[config.mk]
export PLATFORM = sky130hd
export DESIGN_NAME = axis_rx_latency_stats
export DESIGN_NICKNAME = d
export VERILOG_FILES = /design/src/rtl/axis_rx_latency_stats_pkg.sv /design/src/rtl/axis_rx_latency_stats_accum.sv /design/src/rtl/axis_rx_latency_stats.sv
export SDC_FILE = /design/constraint.sdc
export NUM_CORES = 1
export LEC_CHECK = 0
export ABC_CLOCK_PERIOD_IN_PS = 3000
export CAP_MARGIN = 20
export CORE_AREA = 2 2 318 320
export CTS_CLUSTER_SIZE = 40
export DETAILED_ROUTE_END_ITERATION = 8
export DIE_AREA = 0 0 320 322
export PLACE_DENSITY = 0.62
export REMOVE_ABC_BUFFERS = 1
export SLEW_MARGIN = 10
export SYNTH_ARGS = -nofsm -noshare
export SYNTH_HDL_FRONTEND = slang
export SYNTH_SLANG_ARGS = --single-unit
[constraint.sdc]
create_clock -name ACLK -period 3 [get_ports ACLK]
set_clock_uncertainty 0.1 [all_clocks]
set_input_delay 0.3 -clock ACLK [delete_from_list [all_inputs] [get_ports ACLK]]
set_output_delay 0.3 -clock ACLK [all_outputs]
set_load 0.01 [all_outputs]
[src/rtl/axis_rx_latency_stats_pkg.sv]
`default_nettype none
// ---------------------------------------------------------------------------
// axis_rx_latency_stats_pkg : shared widths, FSM encoding, saturating helper
// Rev 1.0
// ---------------------------------------------------------------------------
package axis_rx_latency_stats_pkg;

  localparam int unsigned TIMESTAMP_WIDTH_DFLT = 64;
  localparam int unsigned SUM_WIDTH_DFLT       = 80;
  localparam int unsigned TS_OFFSET_DFLT       = 0;

  // Width of the saturating event counters (pkt_count, neg_count).
  localparam int unsigned CNT_WIDTH = 32;
  localparam logic [CNT_WIDTH-1:0] CNT_MAX = '1;

  typedef enum logic [0:0] {
    ST_SOP  = 1'b0,
    ST_BODY = 1'b1
  } rx_state_e;

  function automatic logic [CNT_WIDTH-1:0] sat_inc_cnt(input logic [CNT_WIDTH-1:0] v);
    return (v == CNT_MAX) ? v : v + 1'b1;
  endfunction

endpackage : axis_rx_latency_stats_pkg
`default_nettype wire

[src/rtl/axis_rx_latency_stats_accum.sv]
`default_nettype none
// ---------------------------------------------------------------------------
// rx_lat_accum : latency subtract, negative detect and saturating stats update
// Rev 1.0
// ---------------------------------------------------------------------------
module rx_lat_accum
  import axis_rx_latency_stats_pkg::*;
#(
  parameter int TIMESTAMP_WIDTH = TIMESTAMP_WIDTH_DFLT,
  parameter int SUM_WIDTH       = SUM_WIDTH_DFLT
) (
  input  logic                       clk_i,
  input  logic                       rst_i,
  input  logic                       clr_i,
  input  logic                       v1_i,
  input  logic [TIMESTAMP_WIDTH-1:0] ts_i,
  input  logic [TIMESTAMP_WIDTH-1:0] cnt_i,
  output logic [CNT_WIDTH-1:0]       pkt_count_o,
  output logic [TIMESTAMP_WIDTH-1:0] lat_last_o,
  output logic [TIMESTAMP_WIDTH-1:0] lat_min_o,
  output logic [TIMESTAMP_WIDTH-1:0] lat_max_o,
  output logic [SUM_WIDTH-1:0]       lat_sum_o,
  output logic [CNT_WIDTH-1:0]       neg_count_o,
  output logic                       stats_update_o
);

  logic                       v2_q;
  logic [TIMESTAMP_WIDTH-1:0] diff_q;

  logic [CNT_WIDTH-1:0]       pkt_q,  pkt_d;
  logic [CNT_WIDTH-1:0]       neg_q,  neg_d;
  logic [TIMESTAMP_WIDTH-1:0] last_q, last_d;
  logic [TIMESTAMP_WIDTH-1:0] min_q,  min_d;
  logic [TIMESTAMP_WIDTH-1:0] max_q,  max_d;
  logic [SUM_WIDTH-1:0]       sum_q,  sum_d;
  logic                       upd_q,  upd_d;

  logic [SUM_WIDTH:0]         sum_ext;
  logic                       diff_neg;

  // Modular subtract: a small latency across a stamp_counter wrap stays positive.
  always_ff @(posedge clk_i) begin
    if (rst_i || clr_i) begin
      v2_q   <= 1'b0;
      diff_q <= '0;
    end else begin
      v2_q   <= v1_i;
      diff_q <= cnt_i - ts_i;
    end
  end

  assign diff_neg = diff_q[TIMESTAMP_WIDTH-1];
  assign sum_ext  = {1'b0, sum_q} + (SUM_WIDTH+1)'(diff_q);

  always_comb begin
    pkt_d  = pkt_q;
    neg_d  = neg_q;
    last_d = last_q;
    min_d  = min_q;
    max_d  = max_q;
    sum_d  = sum_q;
    upd_d  = 1'b0;
    if (v2_q) begin
      upd_d = 1'b1;
      if (diff_neg) begin
        neg_d = sat_inc_cnt(neg_q);
      end else begin
        pkt_d  = sat_inc_cnt(pkt_q);
        last_d = diff_q;
        if (diff_q < min_q) min_d = diff_q;
        if (diff_q > max_q) max_d = diff_q;
        sum_d  = sum_ext[SUM_WIDTH] ? '1 : sum_ext[SUM_WIDTH-1:0];
      end
    end
  end

  // A clear in the same cycle as an update wins.
  always_ff @(posedge clk_i) begin
    if (rst_i || clr_i) begin
      pkt_q  <= '0;
      neg_q  <= '0;
      last_q <= '0;
      min_q  <= '1;
      max_q  <= '0;
      sum_q  <= '0;
      upd_q  <= 1'b0;
    end else begin
      pkt_q  <= pkt_d;
      neg_q  <= neg_d;
      last_q <= last_d;
      min_q  <= min_d;
      max_q  <= max_d;
      sum_q  <= sum_d;
      upd_q  <= upd_d;
    end
  end

  assign pkt_count_o    = pkt_q;
  assign neg_count_o    = neg_q;
  assign lat_last_o     = last_q;
  assign lat_min_o      = min_q;
  assign lat_max_o      = max_q;
  assign lat_sum_o      = sum_q;
  assign stats_update_o = upd_q;

endmodule : rx_lat_accum
`default_nettype wire

[src/rtl/axis_rx_latency_stats.sv]
`default_nettype none
// ---------------------------------------------------------------------------
// axis_rx_latency_stats : loopback RX sink measuring one-way packet latency
// Rev 1.0
// ---------------------------------------------------------------------------
module axis_rx_latency_stats
  import axis_rx_latency_stats_pkg::*;
#(
  parameter int C_S_AXIS_DATA_WIDTH  = 256,
  parameter int C_S_AXIS_TUSER_WIDTH = 128,
  parameter int TIMESTAMP_WIDTH      = TIMESTAMP_WIDTH_DFLT,
  parameter int TS_OFFSET            = TS_OFFSET_DFLT,
  parameter int SUM_WIDTH            = SUM_WIDTH_DFLT
) (
  input  logic                              ACLK,
  input  logic                              ARESET,
  input  logic [C_S_AXIS_DATA_WIDTH-1:0]    S_AXIS_TDATA,
  input  logic [C_S_AXIS_DATA_WIDTH/8-1:0]  S_AXIS_TSTRB,
  input  logic [C_S_AXIS_TUSER_WIDTH-1:0]   S_AXIS_TUSER,
  input  logic                              S_AXIS_TVALID,
  output logic                              S_AXIS_TREADY,
  input  logic                              S_AXIS_TLAST,
  input  logic [TIMESTAMP_WIDTH-1:0]        stamp_counter,
  input  logic                              ext_rst_count,
  input  logic                              ext_gate_ctrl,
  output logic                              armed,
  output logic [CNT_WIDTH-1:0]              pkt_count,
  output logic [TIMESTAMP_WIDTH-1:0]        lat_last,
  output logic [TIMESTAMP_WIDTH-1:0]        lat_min,
  output logic [TIMESTAMP_WIDTH-1:0]        lat_max,
  output logic [SUM_WIDTH-1:0]              lat_sum,
  output logic [CNT_WIDTH-1:0]              neg_count,
  output logic                              stats_update
);

  logic                       tready_q;
  logic                       armed_q;
  rx_state_e                  state_q, state_d;
  logic                       v1_q;
  logic [TIMESTAMP_WIDTH-1:0] ts_q;
  logic [TIMESTAMP_WIDTH-1:0] cnt_q;
  logic                       accept;
  logic                       unused_sideband;

  assign unused_sideband = ^{S_AXIS_TSTRB, S_AXIS_TUSER, S_AXIS_TDATA};
  assign accept          = S_AXIS_TVALID & tready_q;

  // The sink never back-pressures except for the one cycle after a clear.
  always_ff @(posedge ACLK) begin
    if (ARESET) tready_q <= 1'b0;
    else        tready_q <= ~ext_rst_count;
  end

  always_ff @(posedge ACLK) begin
    if (ARESET || ext_rst_count) armed_q <= 1'b0;
    else if (ext_gate_ctrl)      armed_q <= 1'b1;
  end

  // Framing survives a stats clear; only ARESET returns it to SOP.
  always_ff @(posedge ACLK) begin
    if (ARESET) state_q <= ST_SOP;
    else        state_q <= state_d;
  end

  always_comb begin
    state_d = state_q;
    case (state_q)
      ST_SOP:  if (accept && !S_AXIS_TLAST) state_d = ST_BODY;
      ST_BODY: if (accept &&  S_AXIS_TLAST) state_d = ST_SOP;
      default: state_d = ST_SOP;
    endcase
  end

  always_ff @(posedge ACLK) begin
    if (ARESET) begin
      v1_q  <= 1'b0;
      ts_q  <= '0;
      cnt_q <= '0;
    end else begin
      v1_q <= accept && (state_q == ST_SOP) && armed_q && !ext_rst_count;
      if (accept) begin
        ts_q  <= S_AXIS_TDATA[TS_OFFSET +: TIMESTAMP_WIDTH];
        cnt_q <= stamp_counter;
      end
    end
  end

  rx_lat_accum #(
    .TIMESTAMP_WIDTH (TIMESTAMP_WIDTH),
    .SUM_WIDTH       (SUM_WIDTH)
  ) u_accum (
    .clk_i          (ACLK),
    .rst_i          (ARESET),
    .clr_i          (ext_rst_count),
    .v1_i           (v1_q),
    .ts_i           (ts_q),
    .cnt_i          (cnt_q),
    .pkt_count_o    (pkt_count),
    .lat_last_o     (lat_last),
    .lat_min_o      (lat_min),
    .lat_max_o      (lat_max),
    .lat_sum_o      (lat_sum),
    .neg_count_o    (neg_count),
    .stats_update_o (stats_update)
  );

  assign S_AXIS_TREADY = tready_q;
  assign armed         = armed_q;

endmodule : axis_rx_latency_stats
`default_nettype wire

Word level (Yosys, flattened, before mapping)
Cells that the tools add are included.
{"block": "op_classes", "bitwise": 6, "n_lt_le_gt_ge": 2, "eq_ne": 2, "n_mux": 5, "n_addsub": 4, "reduce_logical": 13}
{"operator": "$add 80x64->81", "count": 1}
{"operator": "$mux 80", "count": 1}
{"operator": "$add 32x1->32 const B", "count": 2}
{"operator": "$eq 32x32->1 const B", "count": 2}
{"operator": "$gt 64x63->1", "count": 1}
{"operator": "$lt 64x64->1", "count": 1}
{"operator": "$sub 64x64->64", "count": 1}
{"operator": "$reduce_and 3->1", "count": 4}
{"operator": "$logic_and 1x1->1", "count": 5}
{"operator": "$not 1->1", "count": 5}
{"operator": "$mux 1", "count": 3}
{"operator": "$logic_not 1->1", "count": 2}
{"operator": "$pmux 1 s2", "count": 1}
{"operator": "$reduce_and 2->1", "count": 1}
{"operator": "$and 1x1->1", "count": 1}
{"operator": "$logic_or 1x1->1", "count": 1}
{"block": "word_totals", "word_cells": 47, "reg_bits": 532, "input_bits": 486, "out_inout_bits": 339}

Longest topological paths before layout
Gate-level depths: netlist of the first run.
{"block": "logic_depth", "depth_word": 4, "depth_mapped": 16, "ltp_nobuf": 14}

Cells and area by module
From an unflattened synthesis of the first run, not the netlist that was laid out.
{"block": "hier_totals", "hier_cells": 3768, "area_unflattened_um2": 30359.1}
{"mod": "rx_lat_accum", "instances": 1, "area_each_um2": 24543.5, "cells_per_inst": 3174, "seq_area_each_um2": 8007.7}
{"mod": "axis_rx_latency_stats", "instances": 1, "area_each_um2": 5815.6, "cells_per_inst": 594, "seq_area_each_um2": 2642.5}

Worst setup path after synthesis of the first run
OpenSTA, ideal clock, no wires.
{"block": "synth_timing", "path_type": "reg2reg", "startpoint": "register u_accum.sum_q[0], in the netlist u_accum.lat_sum_o[0]", "endpoint": "register u_accum.sum_q[48], in the netlist u_accum.lat_sum_o[48]", "slack_ps": -288, "path_stages_with_launch": 14, "synth_period_minus_slack_ps": 3288, "path_buffers": 0, "required_time_ps": 2768, "t_arrival_ps": 3056, "setup_time_ps": 132, "path_cell_list": "dfxtp_1 > ha_1 > fa_1 > a21oi_1 > o22ai_1 > o31ai_1 > o21a_1 > o21ai_1 > a311oi_2 > o41ai_2 > a21o_1 > a21oi_1 > xor2_1 > a21oi_1"}
{"block": "synth_via", "elab_chain_len": 2}
{"element": "start: declaration", "line_no": "axis_rx_latency_stats_accum.sv:35", "rtl": "logic [SUM_WIDTH-1:0] sum_q, sum_d;"}
{"element": "start signal: assignment", "line_no": "axis_rx_latency_stats_accum.sv:93", "rtl": "sum_q <= sum_d;"}
{"element": "$add 80x64->81", "line_no": "axis_rx_latency_stats_accum.sv:53", "rtl": "assign sum_ext = {1'b0, sum_q} + (SUM_WIDTH+1)'(diff_q);"}
{"element": "$mux 80", "line_no": "axis_rx_latency_stats_accum.sv:72", "rtl": "sum_d = sum_ext[SUM_WIDTH] ? '1 : sum_ext[SUM_WIDTH-1:0];"}
Every way passes these cells.
A chain may end at the register's enable or synchronous reset.

Worst setup path after layout of the first run
{"block": "layout_timing", "startpoint": "register u_accum.diff_q[56]", "endpoint": "register u_accum.min_q[20], in the netlist u_accum.lat_min_o[20]"}
{"block": "layout_via", "elab_chain_len": 2}
{"element": "start: declaration", "line_no": "axis_rx_latency_stats_accum.sv:28", "rtl": "logic [TIMESTAMP_WIDTH-1:0] diff_q;"}
{"element": "start signal: assignment", "line_no": "axis_rx_latency_stats_accum.sv:48", "rtl": "diff_q <= cnt_i - ts_i;"}
{"element": "$lt 64x64->1", "line_no": "axis_rx_latency_stats_accum.sv:70", "rtl": "if (diff_q < min_q) min_d = diff_q;"}
{"element": "$reduce_and 3->1 (no source line)"}
{"element": "end signal: assignment", "line_no": "axis_rx_latency_stats_accum.sv:91", "rtl": "min_q <= min_d;"}
{"element": "end: declaration", "line_no": "axis_rx_latency_stats_accum.sv:33", "rtl": "logic [TIMESTAMP_WIDTH-1:0] min_q, min_d;"}
Every way passes these cells.

==> results of run 1 <==
-- power breakdown --
part	switching, uW	internal [uW]
clock	3440	5160
sequential	267	7250
combinational	2330	2210
-- what timing repair did --
action                     in CTS  in global routing
gates resized for setup       388                311
cloned                         23                 11
buffers inserted               72                 39
pin swaps                     155                154
hold endpoints to repair        0                  0
setup endpoints to repair     235                232
-- final timing paths --
check	startpoint	endpoint	depth (start not counted)
hold reg to reg	flip-flop	v1_q$_SDFF_PP0_	1
setup reg to reg	u_accum.diff_q[56]$_SDFF_PP0_	u_accum.lat_min_o[20]$_SDFFE_PP1P_	17
hold / removal	ARESET	u_accum.lat_last_o[16]$_SDFFE_PP0P_	3
setup / recovery	u_accum.diff_q[56]$_SDFF_PP0_	u_accum.lat_min_o[20]$_SDFFE_PP1P_	17
-- cell type report --
class	instances	area share, %
diodes	2	0.01093
clock buffers	93	4.230
clock inverters	30	0.8334
inverters	223	1.844
multi-input cells	2741	41.69
flip-flops and latches	532	23.47
well taps	1298	3.547
repair buffers	1177	24.37
-- per-stage QoR --
step	area (um^2)	worst slack, ns	setup TNS (ns)	cells
after floorplan	28070	-3.501	-688.80	3496
after global placement	39230	-0.4823	-87.54	5863
after detailed placement	39230	-0.5502	-95.25	5863
after CTS	44300	-0.2644	-21.98	6069
after global routing	45780	-0.3934	-44.42	6094
final	45790	-0.2895	-26.34	6096
-- synth_stat cells, drive strengths merged, types with 34 or more instances --
master	instances	area, um^2
o211ai	72	540.5
xor2	92	805.8
a21oi	452	2270
a21o	104	780.8
inv	223	837.1
nand3	110	550.5
o21ai	246	1239
dfxtp	532	10650
xnor2	77	674.4
nor2	225	844.6
nor3	40	200.2
ha	255	3191
nand2	658	2472
clkbuf	175	656.9
nand4	76	481.7
nor2b	34	212.7
-- cells by family after synthesis --
group,Yosys count,synth area share [%]
xor gates and xnor gates,169,5.134
buffers and inverters,419,5.538
and+or+nand+nor,1271,19.54
muxes,6,0.2083
AOI/OAI and AO/OA,1036,21.41
other,1,0.01301
DFF,532,36.94
adders and majority gates,257,11.21
-- routing by layer --
metal	track usage, %	wire length (um)	part of all wire, %
met1	31.99	58400	48
met2	31.19	49230	40
met3	7.294	11430	9.3
met4	8.023	3816	3.1
met5	0	13	0.011
-- worst max-delay path, delay by kind of cell (launching register included) --
kind / cells / cell delay, ns
AOI/OAI and AO/OA: 7 / 1.14
buffers and inverters: 5 / 0.74
DFF: 1 / 0.42
and+or+nand+nor: 4 / 0.61
adders and majority gates: 1 / 0.17
-- flip-flops by register name (all words and copies together), names as in the netlist, named ones only --
| name | flops |
|---|---|
| S_AXIS_TREADY | 1 |
| u_accum.lat_sum_o | 80 |
| v1_q | 1 |
| u_accum.neg_count_o | 32 |
| u_accum.v2_q | 1 |
| u_accum.pkt_count_o | 32 |
| ts_q | 64 |
| cnt_q | 64 |
| u_accum.lat_min_o | 64 |
| u_accum.stats_update_o | 1 |
| u_accum.diff_q | 64 |
| armed | 1 |
| u_accum.lat_max_o | 63 |
| u_accum.lat_last_o | 63 |
==> flow_summary.json, run 1 <==
{
  "run_status": "complete, but fails checks",
  "violations": "setup timing",
  "multiInputGateArea_mm2": 0.01909,
  "port_buffers": 470,
  "p_per_area_mw_per_mm2": 451.0,
  "vias": 30610,
  "mostFrequentLayoutCell": "nand2_1",
  "grt_usage_pct": 22.46,
  "synth_area_mm2": 0.02883,
  "synth_cell_types": 80,
  "regArea_mm2": 0.01075,
  "crit_arrival_ns": 3.74,
  "wl_per_cell_um": 20.16,
  "final.period_utilization_pct": 109.6,
  "post-route-min-period_ns": 3.289,
  "setup_slack_ns": -0.2895,
  "min_path_type": "input port to flip-flop",
  "antenna_found_initial": 5,
  "fp.dieArea_mm2": 0.1030,
  "root_buffer": "clkbuf_16",
  "path_cells": "buf_4, ha_1, a21o_1, a21o_1, a21o_1, a21o_1, a21oi_1, nor2b_1, o21ai_0, and3_4, and3_4, buf_12, buf_8, buf_12, buf_16, nand2_2, o211ai_1",
  "finalHoldViolations": 0,
  "cts_hold_buf": 0,
  "drc": 0,
  "utilization_pct": 45.99,
  "clkTransAtPathRegs_ns": 0.06,
  "area_growth_pct": 58.83,
  "maxSlewHeadroom_pct": 50.44,
  "final_nets": 5485,
  "netlist_instances": 3691,
  "layout_common_cells": "605 x nand2_1, 597 x buf_4, 478 x dfxtp_1, 469 x clkdlybuf4s50_1, 372 x a21oi_1",
  "grt_pass1_wl_um": 176200,
  "worst_setup_path_end_kind": "flip-flop",
  "seq_area_frac_synth_pct": 36.94,
  "fmax_mhz": 304.0,
  "cp_data_required_time_ns": 3.45,
  "layout-drive-gt1-share_pct": 26.75,
  "clock_path_buffers": 3,
  "core-area_mm2": 0.09957,
  "total_power_uw": 20650,
  "final_max_slew_viol_count": 0,
  "yosys_warnings": 0,
  "worstMarginPinSlew_ns": 0.7433,
  "num_rows": 116,
  "gr-total-overflow": 0,
  "die_h_um": 322,
  "power.leakage_uw": 0.01904,
  "fill_cells": 9560,
  "die_w_um": 320,
  "async_flop_share_pct": 0,
  "totalWireLength_um": 122900,
  "avgSynthCellArea_um2": 7.811,
  "grt_pass1_vias": 29109,
  "critPathMostFrequentCell": "a21o_1",
  "critPathKind": "flip-flop to flip-flop",
  "ys_seq_elements": 532,
  "io_pins": 825,
  "dr.pass1.iters": 5,
  "crit_slowest_cell": "dfxtp_1",
  "drv_cap": 0,
  "r2r_slack_ns": -0.29,
  "cts_max_level": 3,
  "grt_max_degree": 130,
  "dp.final_hpwl_um": 90410,
  "cts.sinks": 532,
  "tritoncts": "yes",
  "setup_violations": 168,
  "peakVddDrop_uv": 331.5,
  "cp_slowest_stage_delay_ns": 0.42,
  "start_kind": "flip-flop",
  "numCtsBuffers": 67,
  "rsz0062_at_grt": "true",
  "gp_congestion": 0.9384,
  "crit_fanout": 7,
  "start_util_pct": 28.95,
  "ant_nets": 0,
  "synth_edf_count": 0,
  "clk_latency_ns": 0.65,
  "drt_iter0_markers": 1999,
  "viasPerCell": 5.021,
  "yosys_most_used_dff": "dfxtp_1",
  "hold-worst-slack_ns": 0.04393
}
(Power assumes the default switching activity.)
==> inputs of run 2 (changes only) <==
--- a/config.mk
+++ b/config.mk
@@ -11,6 +11,7 @@
 export CTS_CLUSTER_SIZE = 40
 export DETAILED_ROUTE_END_ITERATION = 8
 export DIE_AREA = 0 0 320 322
+export GPL_TIMING_DRIVEN = 0
 export PLACE_DENSITY = 0.62
 export REMOVE_ABC_BUFFERS = 1
 export SLEW_MARGIN = 10
==> run 2 against run 1 <==
- the run still ends with setup timing left
- hold slack improved by 0.047 ns
- sequential power grew 2%
- non-clock buffer count fell by 507
- critical path depth decreased by 2
- cell count decreased by 8.2%
- first-iteration DRC count is 15% higher
- fmax shrank 5.4%
- register-to-register slack worse by 0.19 ns
- core utilization down 3.3 points
- final area shrank 7.2%
- critical endpoint is now u_accum.lat_sum_o[36]$_SDFFE_PP0P_
- highest routed layer is now met4
==> flow_summary.json, run 2 (same netlist as run 1, synthesis figures left out) <==
{
  "start_kind": "flip-flop",
  "vias": 29199,
  "min_path_type": "input port to flip-flop",
  "port_buffers": 470,
  "grt_max_degree": 142,
  "cts.sinks": 532,
  "drv_cap": 0,
  "mostFrequentLayoutCell": "nand2_1",
  "peakVddDrop_uv": 357.3,
  "grt_pass1_vias": 26704,
  "die_w_um": 320,
  "root_buffer": "clkbuf_16",
  "finalHoldViolations": 0,
  "run_status": "complete, but fails checks",
  "dp.final_hpwl_um": 81150,
  "numCtsBuffers": 68,
  "io_pins": 825,
  "num_rows": 116,
  "cp_data_required_time_ns": 3.41,
  "largest_reg_flops": 80,
  "clk_latency_ns": 0.64,
  "fp.dieArea_mm2": 0.1030,
  "total_power_uw": 20150,
  "utilization_pct": 42.66,
  "power.leakage_uw": 0.01641,
  "die_h_um": 322,
  "crit_start": "u_accum.diff_q[1]$_SDFF_PP0_",
  "clkTransAtPathRegs_ns": 0.06,
  "crit_arrival_ns": 3.89,
  "setup_tns_ns": -62.25,
  "ant_nets": 0,
  "wl_per_cell_um": 21.91,
  "setup_slack_ns": -0.4756,
  "clock_path_buffers": 3,
  "crit_fanout": 6,
  "p_per_area_mw_per_mm2": 474.4,
  "fmax_mhz": 287.7,
  "worst_setup_path_end_kind": "flip-flop",
  "gr-total-overflow": 0,
  "grt_usage_pct": 21.57,
  "final_max_slew_viol_count": 0,
  "layout-drive-gt1-share_pct": 18.62,
  "totalWireLength_um": 122600,
  "maxSlewHeadroom_pct": 28.40,
  "setup_violations": 232,
  "final_nets": 4989,
  "worstMarginPinSlew_ns": 1.071,
  "stdcell_area_mm2": 0.04247,
  "fill_cells": 9725,
  "rsz0062_at_grt": "true",
  "antenna_found_initial": 7,
  "dpl_cell_area_mm2": 0.03489,
  "dr.pass1.iters": 5,
  "drt_iter0_markers": 2305,
  "r2r-start": "u_accum.diff_q[1]$_SDFF_PP0_",
  "min_from": "ARESET",
  "viasPerCell": 5.217,
  "cts_max_level": 3,
  "drc": 0,
  "area_growth_pct": 47.32,
  "violations": "setup timing",
  "gp_congestion": 0.9491,
  "grt_pass1_wl_um": 169300,
  "core-area_mm2": 0.09957,
  "start_util_pct": 28.95,
  "final.period_utilization_pct": 115.9,
  "critPathKind": "flip-flop to flip-flop",
  "pre_cts_slack_ns": -1.941,
  "tritoncts": "yes",
  "post-route-min-period_ns": 3.476,
  "layout_common_cells": "639 x nand2_1, 469 x clkdlybuf4s50_1, 461 x dfxtp_1, 372 x a21oi_1"
}
==> run 2: changes by cell type in the layout (fill, tap and decap cells not counted), moves of 11 or more <==
cell and delta:
o21ai_1 -17, dfxtp_1 -17, buf_4 -488, ha_1 -20, clkbuf_16 +12, dfxtp_4 +19, buf_6 -27, nand2_1 +34
nand2_4 -11, nand2_2 -23, ha_4 +13, o21ai_2 +16
==> run 2: routing by layer <==
layer  global-route usage, %  part of all wire, %  up-vias
met3                   5.150                  8.1      193
met2                   30.75                   41     1164
li1                        -                    -    13983
met5                       0                    0        -
met1                   31.43                   47    13859
met4                   7.188                  3.5        0
==> run 2: final timing paths <==
kind,slack [ns],cells after the start,endpoint
setup / recovery,-0.48,15,u_accum.lat_sum_o[36]$_SDFFE_PP0P_
hold / removal,0.09,3,cnt_q[3]$_SDFFE_PP0P_
setup reg to reg,-0.48,15,u_accum.lat_sum_o[36]$_SDFFE_PP0P_
hold reg to reg,0.32,1,v1_q$_SDFF_PP0_
==> run 2: power by group <==
| group | switching, uW | leakage, uW | internal [uW] |
|---|---|---|---|
| Clock | 3410 | 0.00117 | 5300 |
| Combinational | 2090 | 0.0109 | 1650 |
| Sequential | 441 | 0.00435 | 7250 |
| Total | 5940 | 0.0164 | 14200 |
==> run 2: area by class of cell <==
cell class / instances / area [um^2] / area share [%]
clock inverters: 26 / 350.3 / 0.8249
multi-input cells: 2751 / 19390 / 45.65
well taps: 1298 / 1624 / 3.824
diodes: 2 / 5.005 / 0.01178
clock buffers: 95 / 2014 / 4.743
inverters: 223 / 853.3 / 2.009
flip-flops and latches: 532 / 10820 / 25.47
repair buffers: 670 / 7417 / 17.46
==> run 2: what timing repair did <==
item                                    4_1_cts  5_1_grt
resized for setup                           337      408
pin swaps                                    93      165
endpoints found under the setup margin      256      268
buffers inserted                             75       83
hold buffers                                  1        0
endpoints found under the hold margin        26        0
gates cloned                                 15       29
==> run 2: metrics by stage <==
stage,hold slack [ns],std cells
global route,0.08209,5595
CTS,0.04788,5493
finish,0.09133,5597
detailed placement,0.3109,5281
floorplan,0.2691,3496
global placement,0.3083,5264
==> run 2: worst max-delay path: stages, from the launching register on <==
cell and delay (ns):
dfxtp_4 0.39, buf_4 0.16, fa_2 0.38, a21oi_4 0.19, o22ai_4 0.10, o31ai_4 0.27, buf_4 0.18, nor3_4 0.04
o21ai_4 0.25, nand3_2 0.15, o21ai_4 0.26, a21oi_4 0.11, a21oi_4 0.26, clkbuf_16 0.25, clkbuf_16 0.18, a21oi_1 0.06
